### src/rtl/mem_store_buffer.sv
// In-order store FIFO between the MEM stage and the AXI write adapter; one store in flight at a time.
// Define MEM_STORE_BUFFER_FWD_EN to forward data from the youngest matching store to loads.
module mem_store_buffer #(
  parameter int DEPTH = 4,
  parameter int PTR_W = 2
) (
  input  logic        clk,
  input  logic        reset,
  input  logic        st_valid,
  input  logic [31:0] st_addr,
  input  logic [31:0] st_data,
  output logic        st_ready,
  input  logic [31:0] ld_addr,
  output logic        ld_conflict,
  output logic        ld_fwd_valid,
  output logic [31:0] ld_fwd_data,
  output logic        empty,
  output logic        we,
  output logic [31:0] address,
  output logic [31:0] data,
  input  logic        mem_write_valid
);

  localparam logic [1:0] S_IDLE  = 2'd0;
  localparam logic [1:0] S_ISSUE = 2'd1;
  localparam logic [1:0] S_WAIT  = 2'd2;

  localparam logic [PTR_W:0] FULL_COUNT = (PTR_W+1)'(DEPTH);
  localparam logic [PTR_W:0] ONE_COUNT  = (PTR_W+1)'(1);

  logic [31:0]      r_entAddr [DEPTH];
  logic [31:0]      r_entData [DEPTH];
  logic [DEPTH-1:0] r_entValid;
  logic [PTR_W-1:0] r_wptr;
  logic [PTR_W-1:0] r_rptr;
  logic [PTR_W:0]   r_count;
  logic [1:0]       r_state;
  logic [31:0]      r_address;
  logic [31:0]      r_data;

  logic             w_push;
  logic             w_pop;
  logic [PTR_W-1:0] w_rptrNext;
  logic [PTR_W:0]   w_countNext;
  logic             w_bypassHead;
  logic [31:0]      w_nextHeadAddr;
  logic [31:0]      w_nextHeadData;
  logic             w_conflict;

  assign st_ready    = (r_count != FULL_COUNT);
  assign w_push      = st_valid && st_ready;
  assign w_pop       = (r_state == S_WAIT) && mem_write_valid;
  assign w_rptrNext  = r_rptr + 1'b1;
  assign w_countNext = r_count + {{PTR_W{1'b0}}, w_push} - {{PTR_W{1'b0}}, w_pop};

  // When the retiring entry is the only one, the next head is the store being written this same edge.
  assign w_bypassHead   = w_push && (r_count == ONE_COUNT);
  assign w_nextHeadAddr = w_bypassHead ? st_addr : r_entAddr[w_rptrNext];
  assign w_nextHeadData = w_bypassHead ? st_data : r_entData[w_rptrNext];

  always_ff @(posedge clk or posedge reset) begin
    if (reset) begin
      r_wptr     <= '0;
      r_rptr     <= '0;
      r_count    <= '0;
      r_entValid <= '0;
      for (int i = 0; i < DEPTH; i++) begin
        r_entAddr[i] <= '0;
        r_entData[i] <= '0;
      end
    end else begin
      if (w_push) begin
        r_entAddr[r_wptr]  <= st_addr;
        r_entData[r_wptr]  <= st_data;
        r_entValid[r_wptr] <= 1'b1;
        r_wptr             <= r_wptr + 1'b1;
      end
      if (w_pop) begin
        r_entValid[r_rptr] <= 1'b0;
        r_rptr             <= w_rptrNext;
      end
      r_count <= w_countNext;
    end
  end

  // Head address/data are captured on entry to ISSUE and held through WAIT until retire.
  always_ff @(posedge clk or posedge reset) begin
    if (reset) begin
      r_state   <= S_IDLE;
      r_address <= '0;
      r_data    <= '0;
    end else begin
      case (r_state)
        S_IDLE: begin
          if (r_count != '0) begin
            r_state   <= S_ISSUE;
            r_address <= r_entAddr[r_rptr];
            r_data    <= r_entData[r_rptr];
          end
        end
        S_ISSUE: r_state <= S_WAIT;
        S_WAIT: begin
          if (w_pop) begin
            if (w_countNext != '0) begin
              r_state   <= S_ISSUE;
              r_address <= w_nextHeadAddr;
              r_data    <= w_nextHeadData;
            end else begin
              r_state <= S_IDLE;
            end
          end
        end
        default: r_state <= S_IDLE;
      endcase
    end
  end

  assign we      = (r_state == S_ISSUE);
  assign address = r_address;
  assign data    = r_data;
  assign empty   = (r_count == '0) && (r_state == S_IDLE);

  always_comb begin
    w_conflict = 1'b0;
    for (int i = 0; i < DEPTH; i++) begin
      if (r_entValid[i] && (r_entAddr[i] == ld_addr)) w_conflict = 1'b1;
    end
  end

  assign ld_conflict = w_conflict;

`ifdef MEM_STORE_BUFFER_FWD_EN
  logic [31:0] w_fwdData;

  // Scan oldest to youngest so the most recent matching store overwrites older ones.
  always_comb begin
    w_fwdData = '0;
    for (int i = 0; i < DEPTH; i++) begin
      if (r_entValid[r_rptr + PTR_W'(i)] && (r_entAddr[r_rptr + PTR_W'(i)] == ld_addr))
        w_fwdData = r_entData[r_rptr + PTR_W'(i)];
    end
  end

  assign ld_fwd_valid = w_conflict;
  assign ld_fwd_data  = w_fwdData;
`else
  assign ld_fwd_valid = 1'b0;
  assign ld_fwd_data  = '0;
`endif

endmodule

### config.mk
export PLATFORM = sky130hd
export DESIGN_NAME = mem_store_buffer
export DESIGN_NICKNAME = d
export VERILOG_FILES = /design/src/rtl/mem_store_buffer.sv
export SDC_FILE = /design/constraint.sdc
export NUM_CORES = 1
export LEC_CHECK = 0
export BUFFER_PORTS_ARGS = -buffer_cell sky130_fd_sc_hd__buf_2
export CAP_MARGIN = 20
export CORE_ASPECT_RATIO = 0.7
export CORE_UTILIZATION = 50
export CTS_CLUSTER_DIAMETER = 50
export DETAILED_ROUTE_END_ITERATION = 16
export PLACE_DENSITY = 0.72
export SYNTH_ARGS = -nofsm -noshare
export SYNTH_HDL_FRONTEND = slang
export SYNTH_SLANG_ARGS = --single-unit
### constraint.sdc
create_clock -name clk -period 9.7 [get_ports clk]
set_input_delay 0.485 -clock clk [delete_from_list [all_inputs] [get_ports clk]]
set_output_delay 0.485 -clock clk [all_outputs]
set_load 0.005 [all_outputs]
Word-level counts from Yosys, hierarchy flattened
Cells that the tools add are included.
- register bits after elaboration: 333
- output and inout port bits: 101
- word-level logic and storage cells: 102
- add/subtract/negate cells: 4
- order comparisons: 8
- equal/unequal tests: 11
- multiplexer cells: 40
- bitwise operators: 6
- reduce and logical (&&, ||, !) cells: 18
- operator list (operator ; count):
    2-to-1 mux 32 bit ; 17
    binary-select mux 32 bit (select 2 bit) ; 4
    bitwise mux 128 bit ; 2
    == test 32 bit ; 4
    one-hot mux 32 bit (2 select lines) ; 2
    demux 32 bit (select 2 bit) ; 1
    logical AND 1 bit ; 11
    >= comparator 3 bit, second input constant ; 3
    inverter 2 -> 3 bit ; 3
    2-to-1 mux 4 bit ; 2
    2-to-1 mux 1 bit ; 7
    < comparator 2 x 3 -> 1 bit, second input constant ; 2
    one-hot mux 2 bit (3 select lines) ; 1
    nonzero test 3 bit ; 2
    adder 2 x 1 -> 2 bit, second input constant ; 2
    bitwise AND 4 bit ; 1
    demux 1 bit (select 2 bit) ; 2
    >= comparator 2 x 1 -> 1 bit, second input constant ; 2
    2-to-1 mux 2 bit ; 2
    inequality test 2 bit, second input constant ; 2
    inverter 4 bit ; 1
    bitwise OR 4 bit ; 1
    AND reduction 4 bit ; 1
    adder 3 x 1 -> 3 bit ; 1
    other kinds (11) ; 11

Logic depth before layout (Yosys ltp)
Gate-level depths: netlist (run 1).
- depth in word-level cells: 9
- depth in mapped cells: 16
- mapped depth without buffers: 11

Least setup slack after synthesis (run 1)
OpenSTA, ideal clock, no wires.
- path type: register to register
- from: register r_state[1]
- to: register r_address[31] (netlist: address[31])
- arrival: 2749 ps
- path slack: 6823 ps
- cell stages (with the launch flop): 16
- path buffers: 5
- clock period less this slack: 2877 ps
- cells stage by stage: dfrtp_1 and2b_1 buf_2 and2_1 buf_2 xor2_1 ha_1 fa_1 xor2_1 xnor2_1 o21ai_2 buf_6 buf_6 buf_6 nand2_1 o21ai_0
- longest elaborated chain between the ends: 6
- RTL lines (what ; RTL line ; RTL):
    start: declaration ; 37 ; logic [1:0] r_state;
    start signal: assignment ; 89 ; r_state <= S_IDLE;
    start signal: assignment ; 96 ; r_state <= S_ISSUE;
    start signal: assignment ; 101 ; S_ISSUE: r_state <= S_WAIT;
    == test 2 bit ; 52 ; assign w_pop = (r_state == S_WAIT) && mem_write_valid;
    logical AND 1 bit ; 52 ;
    subtractor 3 x 1 -> 3 bit ; 54 ; assign w_countNext = r_count + {{PTR_W{1'b0}}, w_push} - {{PTR_W{1'b0}}, w_pop};
    named net w_countNext[2] ; 44 ; logic [PTR_W:0] w_countNext;
    nonzero test 3 bit ; 104 ; if (w_countNext != '0) begin
    inequality test 2 x 1 -> 1 bit (no source line) ; -- ;
    AND reduction 4 bit (no source line) ; -- ;
    end signal: assignment ; 97 ; r_address <= r_entAddr[r_rptr];
    end signal: assignment ; 106 ; r_address <= w_nextHeadAddr;
    end: declaration ; 38 ; logic [31:0] r_address;
The timed path passes the listed nets, and every way through them passes these cells.
A chain may end at the register's enable or synchronous reset.

Worst setup path in the final report (run 1)
- from: register r_state[0]
- to: register r_address[8] (netlist: address[8])
Same word-level chain as after synthesis.

==> results of run 1 <==
[cell usage after synthesis (2+ instances only)]
master    number  share of area
mux2_2       196           0.12
mux2_4        60          0.048
nand3_1        8         0.0021
nor3_1         8         0.0021
ha_1           9         0.0060
inv_1         11         0.0022
nor4_1        23         0.0076
o21ai_1       10         0.0026
buf_12         7         0.0074
dfrtp_1      333           0.44
clkbuf_2       3        0.00079
buf_6         27          0.016
nand4_1        9         0.0030
nand2_2        3        0.00099
a21oi_1        9         0.0024
o21ai_0      120          0.032
nand2b_1       2        0.00066
nand2_1      132          0.026
buf_4         47          0.019
mux2i_1       64          0.034
buf_2         26         0.0069
mux4_2       128           0.15
xor2_1        96          0.044
xnor2_1       34          0.016
nor2_1         2        0.00040
clkbuf_1      10         0.0020
buf_1          4        0.00079
[cell families after synthesis]
group	count (synthesis)	share of synthesized area
adders and majority gates	10	0.00701
buffers and inverters	136	0.0552
other	1	0.000198
AOI/OAI and AO/OA	144	0.0388
and+or+nand+nor	196	0.0476
muxes	448	0.351
xor gates and xnor gates	130	0.0602
DFF	333	0.440
[area by class of cell]
| class | instances | area share |
|---|---|---|
| antenna | 7 | 0.000839 |
| inverter | 11 | 0.00216 |
| multi-input combinational | 961 | 0.465 |
| clock buffer | 50 | 0.0501 |
| tap | 488 | 0.0292 |
| timing repair buffer | 181 | 0.0466 |
| clock inverter | 11 | 0.00707 |
| sequential | 333 | 0.399 |
[power breakdown]
group          switching [mW]  total (mW)  internal, mW
logic                    1.76        3.94          2.18
registers               0.728        2.85          2.12
clock network           0.579        1.42         0.838
[final timing paths]
kind / start / end / slack [ps] / cells past startpoint
hold / removal: reset / r_entAddr[109] / 140 / 3
hold reg to reg: data[28] / data[28] / 470 / 2
setup / recovery: r_state[0] / address[8] / 6010 / 10
setup reg to reg: r_state[0] / address[8] / 6010 / 10
min in group clk: st_data[2] / r_entData[2] / 240 / 2
max in group asynchronous: reset / r_entData[18] / 7810 / 4
[worst max-delay path, cell delays in order, from the launching register on]
cell and delay [ps]:
dfrtp_1 390, and2b_4 570, and2_1 410, xor2_1 120
ha_1 220, fa_1 400, xor2_1 180, xnor2_1 190
o21ai_4 170, buf_4 610, o21ai_0 230
[per-layer routing]
metal,GRT usage,wire length (µm),vias to the layer above
met2,0.376,21600,396
met1,0.374,21400,6328
met5,0,25,-
li1,-,-,5326
met4,0.0554,741,4
met3,0.0660,4080,61
[state kept, by name (all words and copies together) (netlist names)]
| signal | flops |
|---|---|
| r_entAddr | 128 |
| r_entData | 128 |
| address | 32 |
| data | 32 |
| r_entValid | 4 |
| r_count | 3 |
| r_rptr | 2 |
| r_state | 2 |
| r_wptr | 2 |
[placed cells by master, fill, tap and decap left out, types with 10 or more instances in the layout]
cell type / synthesis / layout
mux2_2: 196 / 196
inv_1: 11 / 10
xor2_1: 96 / 96
mux2i_1: 64 / 64
buf_4: 47 / 12
mux4_2: 128 / 128
clkbuf_16: 0 / 39
mux2_4: 60 / 60
o21ai_0: 120 / 120
dfrtp_1: 333 / 331
conb_1: 1 / 33
nor4_1: 23 / 23
o21ai_1: 10 / 10
nand2_1: 132 / 132
xnor2_1: 34 / 34
buf_2: 26 / 167
==> summary.md, run 1 <==
| Metric | Value |
|---|---|
| # IOs | `201` |
| RSZ-0062 raised after global routing | `false` |
| Total number of vias | `around 12k` |
| Max_cap viols | `0` |
| Die H | `165 µm` |
| Clk_skew | `10.2 ps` |
| Post-synth cell types | `44` |
| Worst Tran Pin Value | `between 1000 and 1500 ps` |
| Synth Flop Type | `dfrtp_1` |
| Slew Viols, Final | `0` |
| Worst Path Arrival | `4060 ps` |
| Startpoint types | `register` |
| Number of port buffers | `167` |
| CTS Buf Count | `37` |
| First-pass GRT wire length | `73.6 mm` |
| Share of cells above drive strength 1 | `0.407` |
| Mapped Area | `between 15000 and 20000 µm²` |
| Drt wl/cell | `23.4 µm` |
| Final hold vios | `0` |
| CTS tree | `built` |
| Fraction of registers with async set/reset | `1.00` |
| CP required | `10070 ps` |
| Fin util | `0.561` |
| Post-CTS setup buffers | `0` |
| Starting Density | `0.508` |
| Setup TNS | `0 ps` |
| FMAX | `0.271 GHz` |
| Vias in the first global route | `12.0k` |
| Bufs on Longest Clock Path | `3` |
| H-tree depth | `2` |
| Multi-input gate area | `9700 µm²` |
| Final Net Count | `1635` |
| Die Area | `approximately 39000 µm²` |
| Routed Antenna Nets | `0` |
| WHS | `141 ps` |
| Setup WS pre-CTS | `6020 ps` |
| Hold_buf cts | `0` |
| Finished Layout Cells | `2042` |
| Sinks on Clock Net | `between 300 and 400` |
| CP Capture Type | `register` |
| Status | `finished, final reports clean` |
| Pwr Density | `393 nW/µm²` |
| Synth Area per Inst | `13.5 µm²` |
| Mapped Cells | `1398` |
| Routability cong. | `0.874` |
| Cell Rows | `59` |
| Register area | `between 8000 and 9000 µm²` |
| Total power | `8.21 mW` |
| Final setup fails | `0` |
| Core area | `37200 µm²` |
| Worst VDD drop | `0.000291 V` |
| Area delta synth->final | `10.4%` |
| Maximum fanout along the worst path | `78` |
| Register area share after synthesis | `0.440` |
| Post-DP HPWL | `30.8 mm` |
| Max-slew headroom | `0.216` |
| CTS resizes | `0` |
| Synthesis Warnings | `0` |
| Starting DRT DRC Count | `roughly 1.1k` |
| Period utilisation layout | `0.380` |
| DR vias/cell | `5.93` |
| Total iterations of the first detailed-routing run | `5` |
| Gr ovfl total | `0` |
| Worst-path clk slew | `60 ps` |
| Maximum number of pins on one net before global-route repair | `178` |
| Final WS setup | `between 6000 and 7000 ps` |
| Placed cells | `1973` |
| Die width | `234 µm` |
| Total GRT Usage | `0.254` |
| HP Class | `primary input to async pin` |
| Finished Cell Area | `~21000 µm²` |
| WS Path Type | `register to register` |
| Antenna violations before repair | `7` |
| Placed inst area | `19600 µm²` |
| DRC errors left | `0` |
| Final WL | `47.9 mm` |
| Final min period | `3690 ps` |
| Leak | `8.91 nW` |
| Root buf cell | `clkbuf_16` |
| #FFs+latches synth | `between 300 and 400` |
| Clock insertion delay at the later pin of the skew report | `540 ps` |
| # fillers | `between 3k and 4k` |
| EDFF count, synth | `0` |
(Power assumes the default switching activity.)
==> run 2, diff against run 1 <==
clock period = 3.3 ns   (was 9.7 ns; I/O delays follow)
==> summary.md, run 2 (synthesis gave the netlist of run 1 again) <==
| Metric | Value |
|---|---|
| Placed cells | `1979 (was 1973)` |
| CP required | `3680 ps (was 10070 ps)` |
| Bufs on Longest Clock Path | `3 (unchanged)` |
| Root buf cell | `clkbuf_16 (unchanged)` |
| Die width | `234 µm (unchanged)` |
| Gr ovfl total | `0 (unchanged)` |
| CP Capture Type | `register (unchanged)` |
| Core area | `37200 µm² (unchanged)` |
| Most common cell after layout, fill and taps aside | `dfrtp_1 (unchanged)` |
| Status | `finished, final reports clean (unchanged)` |
| Routability cong. | `0.996 (was 0.874)` |
| Drt wl/cell | `22.8 µm (was 23.4 µm)` |
| Worst Path Arrival | `3420 ps (was 4060 ps)` |
| Sinks on Clock Net | `333 (unchanged)` |
| First-pass GRT wire length | `74.9 mm (was 73.6 mm)` |
| Final WL | `48.4 mm (was 47.9 mm)` |
| RSZ-0062 raised after global routing | `false (unchanged)` |
| CP startpoint | `r_count[1] (was r_state[0])` |
| H-tree depth | `2 (unchanged)` |
| Max_cap viols | `0 (unchanged)` |
| Final setup fails | `0 (unchanged)` |
| Cell Rows | `59 (unchanged)` |
| Worst Tran Pin Value | `984 ps (was 1180 ps)` |
| Total power | `24.6 mW (was 8.21 mW)` |
| Post-CTS setup buffers | `0 (unchanged)` |
| Finished Layout Cells | `2118 (was 2042)` |
| Hold_buf cts | `66 (was 0)` |
| Final Net Count | `1706 (was 1635)` |
| Reg-to-Reg Start | `r_count[1] (was r_state[0])` |
| Clock insertion delay at the later pin of the skew report | `540 ps (about the same)` |
| Die H | `165 µm (unchanged)` |
| WHS | `107 ps (was 141 ps)` |
| Share of cells above drive strength 1 | `0.393 (was 0.407)` |
| Maximum fanout along the worst path | `80 (was 78)` |
| Leak | `9.31 nW (was 8.91 nW)` |
| FMAX | `0.329 GHz (was 0.271 GHz)` |
| Starting DRT DRC Count | `1035 (was 1079)` |
| Total iterations of the first detailed-routing run | `5 (unchanged)` |
| CTS Buf Count | `37 (unchanged)` |
| Vias in the first global route | `12.4k (was 12.0k)` |
| Final hold vios | `0 (unchanged)` |
| Area delta synth->final | `15.1% (was 10.4%)` |
| # IOs | `201 (unchanged)` |
| Number of port buffers | `167 (unchanged)` |
| DR vias/cell | `5.85 (was 5.93)` |
| HP Class | `primary input to async pin (unchanged)` |
| Total number of vias | `12.4k (was 12.1k)` |
| Maximum number of pins on one net before global-route repair | `145 (was 178)` |
| Period utilisation layout | `0.921 (was 0.380)` |
| Finished Cell Area | `21800 µm² (was 20900 µm²)` |
| CTS tree | `built (unchanged)` |
| Die Area | `38600 µm² (unchanged)` |
| Clk_skew | `19.7 ps (was 10.2 ps)` |
| Startpoint types | `register (unchanged)` |
| Placed inst area | `19800 µm² (was 19600 µm²)` |
| Routed Antenna Nets | `0 (unchanged)` |
| Starting Density | `0.508 (unchanged)` |
| Slew Viols, Final | `0 (unchanged)` |
| DRC errors left | `0 (unchanged)` |
| CTS resizes | `0 (unchanged)` |
| Largest regs | `r_entAddr: 128 flops, r_entData: 128 flops (unchanged)` |
| Antenna violations before repair | `5 (was 7)` |
| Pwr Density | `1130 nW/µm² (was 393 nW/µm²)` |
| Worst VDD drop | `0.000887 V (was 0.000291 V)` |
| WS Path Type | `register to register (unchanged)` |
| Post-DP HPWL | `31.2 mm (was 30.8 mm)` |
| Setup TNS | `0 ps (unchanged)` |
| Worst-path clk slew | `60 ps (about the same)` |
| Total GRT Usage | `0.257 (was 0.254)` |
| Final min period | `3040 ps (was 3690 ps)` |
| Leading cell types in the layout, fill and taps excluded | `dfrtp_1, mux2_2, buf_2 (unchanged)` |
| Max-slew headroom | `0.344 (was 0.216)` |
==> run 2: changes by cell type in the layout (fill, tap and decap cells not counted) <==
cell	previous run	this run
dlygate4sd3_1	0	66
buf_12	1	12
buf_4	12	7
clkbuf_8	3	7
clkbuf_1	8	11
diode_2	7	5
inv_6	3	1
buf_16	1	0
bufinv_16	3	4
clkinv_2	3	4
clkinvlp_4	2	1
inv_8	0	1
==> run 2: layer usage <==
| metal | track usage | vias up | share of wire |
|---|---|---|---|
| met5 | 0 | - | 0 |
| met4 | 0.0657 | 0 | 0.019 |
| met3 | 0.0780 | 66 | 0.087 |
| met2 | 0.378 | 414 | 0.45 |
| met1 | 0.371 | 6431 | 0.44 |
| li1 | - | 5484 | - |
==> run 2: metrics by stage <==
stage | setup WS (ps) | utilization
2_1_floorplan | -1310 | -
3_3_place_gp | 434 | 0.533
3_5_place_dp | 341 | 0.533
4_1_cts | 234 | 0.585
5_1_grt | 113 | 0.585
6_report | 260 | 0.585
==> run 2: path summary, 6_finish.rpt <==
check	to	slack, ps	cells past startpoint
min	r_entAddr[80]	110	3
min reg2reg	address[2]	470	2
min in group clk	r_wptr[0]	130	3
max in group asynchronous	r_rptr[0]	2100	4
max	data[18]	260	11
max reg2reg	data[18]	260	11
==> run 2: final cells by class <==
type                            instances  area, µm²
Inverter                               11       45.0
Timing Repair Buffer                  252       1790
Antenna cell                            5       12.5
Sequential cell                       333       8340
Tap cell                              488        611
Clock inverter                         11        169
Fill cell                            2994      15400
Clock buffer                           57       1110
Multi-Input combinational cell        961       9700
==> run 2: worst max-delay path: stages (launching register included) <==
cell and delay, ps:
dfrtp_1 430, nor2_1 170, nand2_1 80, and2_4 240, xor2_1 180, ha_1 200
fa_1 400, xor2_1 180, xnor2_1 190, o21ai_4 240, buf_12 300, o21ai_0 200
==> run 2: where the power goes <==
part | internal (mW) | leakage [nW] | switching, mW | total, mW
logic | 6.61 | 4.70 | 5.46 | 12.1
registers | 6.25 | 3.97 | 1.91 | 8.16
clock network | 2.65 | 0.631 | 1.73 | 4.39
==> run 3, diff against run 2 <==
CELL_PAD_IN_SITES_DETAIL_PLACEMENT = 1   (was default)
CELL_PAD_IN_SITES_GLOBAL_PLACEMENT = 1   (was default)
CORE_UTILIZATION = 45   (was 50)
PLACE_DENSITY = default   (was 0.72)
PLACE_DENSITY_LB_ADDON = 0.1   (was default)
==> summary.md, run 3 (synthesis gave the netlist of run 1 again) <==
| Metric | Value |
|---|---|
| Max-slew headroom | `0.324 (was 0.344)` |
| Status | `complete, but fails checks (was finished, final reports clean)` |
| CP required | `3690 ps (was 3680 ps)` |
| Pint | `15.7 mW (was 15.5 mW)` |
| Vias in the first global route | `13.3k (was 12.4k)` |
| Most common cell after layout, fill and taps aside | `dfrtp_1 (unchanged)` |
| Gate power share | `0.491 (was 0.490)` |
| Clk_skew | `26.8 ps (was 19.7 ps)` |
| Clk pwr share | `0.183 (was 0.178)` |
| # IOs | `201 (unchanged)` |
| CTS Buf Count | `39 (was 37)` |
| Area delta synth->final | `16.1% (was 15.1%)` |
| Worst path slowest cell | `dfrtp_1 (unchanged)` |
| Failing checks | `design-rule violations` |
| Drt wl/cell | `24.5 µm (was 22.8 µm)` |
| FMAX | `0.330 GHz (was 0.329 GHz)` |
| Routed Antenna Nets | `0 (unchanged)` |
| Worst-path clk slew | `60 ps (about the same)` |
| Setup WS pre-CTS | `308 ps (was 341 ps)` |
| Worst Tran Pin Value | `1010 ps (was 984 ps)` |
| Final WS setup | `266 ps (was 260 ps)` |
| CP Capture Type | `register (unchanged)` |
| Period utilisation layout | `0.920 (was 0.921)` |
| Largest regs | `r_entAddr: 128 flops, r_entData: 128 flops (unchanged)` |
| Starting Density | `0.459 (was 0.508)` |
| Die width | `247 µm (was 234 µm)` |
| Cell Chain, Critical Path | `nor2_1 > nand2_1 > and2_4 > xor2_1 > ha_1 > fa_1 > xor2_1 > xnor2_1 > o21ai_4 > buf_12 > o21ai_0 (unchanged)` |
| Post-DP HPWL | `34.8 mm (was 31.2 mm)` |
| CTS tree | `built (unchanged)` |
| WS Path Type | `register to register (unchanged)` |
| Final Net Count | `1715 (was 1706)` |
| Core area | `41200 µm² (was 37200 µm²)` |
| Cell Rows | `62 (was 59)` |
| Total number of vias | `12.4k (about the same)` |
| Startpoint types | `register (unchanged)` |
| Part of the power in registers | `0.326 (was 0.331)` |
| Starting DRT DRC Count | `654 (was 1035)` |
| CTS resizes | `0 (unchanged)` |
| Sinks on Clock Net | `333 (unchanged)` |
| Worst Path Arrival | `3430 ps (was 3420 ps)` |
| First-pass GRT wire length | `83.6 mm (was 74.9 mm)` |
| Final setup fails | `0 (unchanged)` |
| CP peak stage delay | `430 ps (about the same)` |
| Number of port buffers | `167 (unchanged)` |
| Final min period | `3030 ps (was 3040 ps)` |
| Maximum fanout along the worst path | `72 (was 80)` |
| Worst VDD drop | `0.000716 V (was 0.000887 V)` |
| Placed cells | `2042 (was 1979)` |
| Max_cap viols | `0 (unchanged)` |
| Total power | `25.2 mW (was 24.6 mW)` |
| Total GRT Usage | `0.258 (was 0.257)` |
| Total iterations of the first detailed-routing run | `10 (was 5)` |
| Die H | `174 µm (was 165 µm)` |
| Leading cell types in the layout, fill and taps excluded | `dfrtp_1, mux2_2, buf_2 (unchanged)` |
| R2r setup slk | `270 ps (was 260 ps)` |
| Die Area | `42900 µm² (was 38600 µm²)` |
| Maximum number of pins on one net before global-route repair | `131 (was 145)` |
| P_sw | `9.44 mW (was 9.10 mW)` |
| Slew Viols, Final | `0 (unchanged)` |
| Post-CTS setup buffers | `0 (unchanged)` |
| Clock insertion delay at the later pin of the skew report | `540 ps (about the same)` |
| Final WL | `53.5 mm (was 48.4 mm)` |
| H-tree depth | `2 (unchanged)` |
| Routability cong. | `0.929 (was 0.996)` |
| HP Class | `primary input to register (was primary input to async pin)` |
| Bufs on Longest Clock Path | `3 (unchanged)` |
| Finished Layout Cells | `2182 (was 2118)` |
| Net Sw Frac | `0.375 (was 0.370)` |
| Most frequent CP cell | `xor2_1 (unchanged)` |
| DR vias/cell | `5.70 (was 5.85)` |
| Pwr Density | `1150 nW/µm² (was 1130 nW/µm²)` |
| Leak | `9.36 nW (was 9.31 nW)` |
| DRC errors left | `18 (was 0)` |
| Gr ovfl total | `0 (unchanged)` |
| Root buf cell | `clkbuf_16 (unchanged)` |
| Final hold vios | `0 (unchanged)` |
| Share of cells above drive strength 1 | `0.395 (was 0.393)` |
| Setup TNS | `0 ps (unchanged)` |
| RSZ-0062 raised after global routing | `false (unchanged)` |
| Antenna violations before repair | `3 (was 5)` |
-- run 3: path summary, 6_finish.rpt --
check | start | end | cells after the start
min | st_valid | r_wptr[0] | 3
max | r_count[1] | address[1] | 11
min reg2reg | address[23] | address[23] | 2
max in group asynchronous | reset | r_entAddr[107] | 4
max reg2reg | r_count[1] | address[1] | 11
min in group asynchronous | reset | r_entData[96] | 3
-- run 3: area by class of cell --
class                      count  area [µm²]
timing repair buffer         259        1840
clock inverter                13         225
sequential                   333        8340
clock buffer                  58        1120
inverter                      11        45.0
tap                          544         681
multi-input combinational    961        9700
fill                        4149       19200
antenna                        3        7.51
-- run 3: what timing repair did --
action / in CTS / in global routing
hold endpoints to repair: 274 / 0
endpoints found under the setup margin: 0 / 0
hold buffers: 66 / 0
-- run 3: stage by stage --
| step | hold WS [ps] | instance area, µm² | utilization |
|---|---|---|---|
| after global placement | 272 | 20000 | 0.484 |
| after CTS | 126 | 22000 | 0.533 |
| after detailed placement | 284 | 20000 | 0.484 |
| after floorplan | 314 | 19000 | - |
| after global routing | 152 | 22000 | 0.533 |
| final | 148 | 22000 | 0.533 |
-- run 3: power groups by stage --
stage,clock network [mW],registers [mW],logic [mW]
floorplan,0,7.59,9.52
global placement,0,8.05,12.0
detailed placement,0,8.20,12.3
CTS,4.71,8.15,12.4
global route,4.85,8.50,13.5
finish,4.61,8.21,12.3
-- run 3: per-layer routing --
layer	GRT usage	part of all wire	up-vias
met5	0	0	-
met4	0.0556	0.017	0
met3	0.0563	0.065	73
met2	0.386	0.45	295
met1	0.386	0.46	6581
li1	-	-	5492
-- run 3: critical path, delay by kind of cell, from the launching register on --
family	cells	cell delay, ps
compound gates	2	420
xor+xnor	3	560
fa+ha+maj	2	610
buf+inv	1	290
flops	1	430
simple gates	3	500
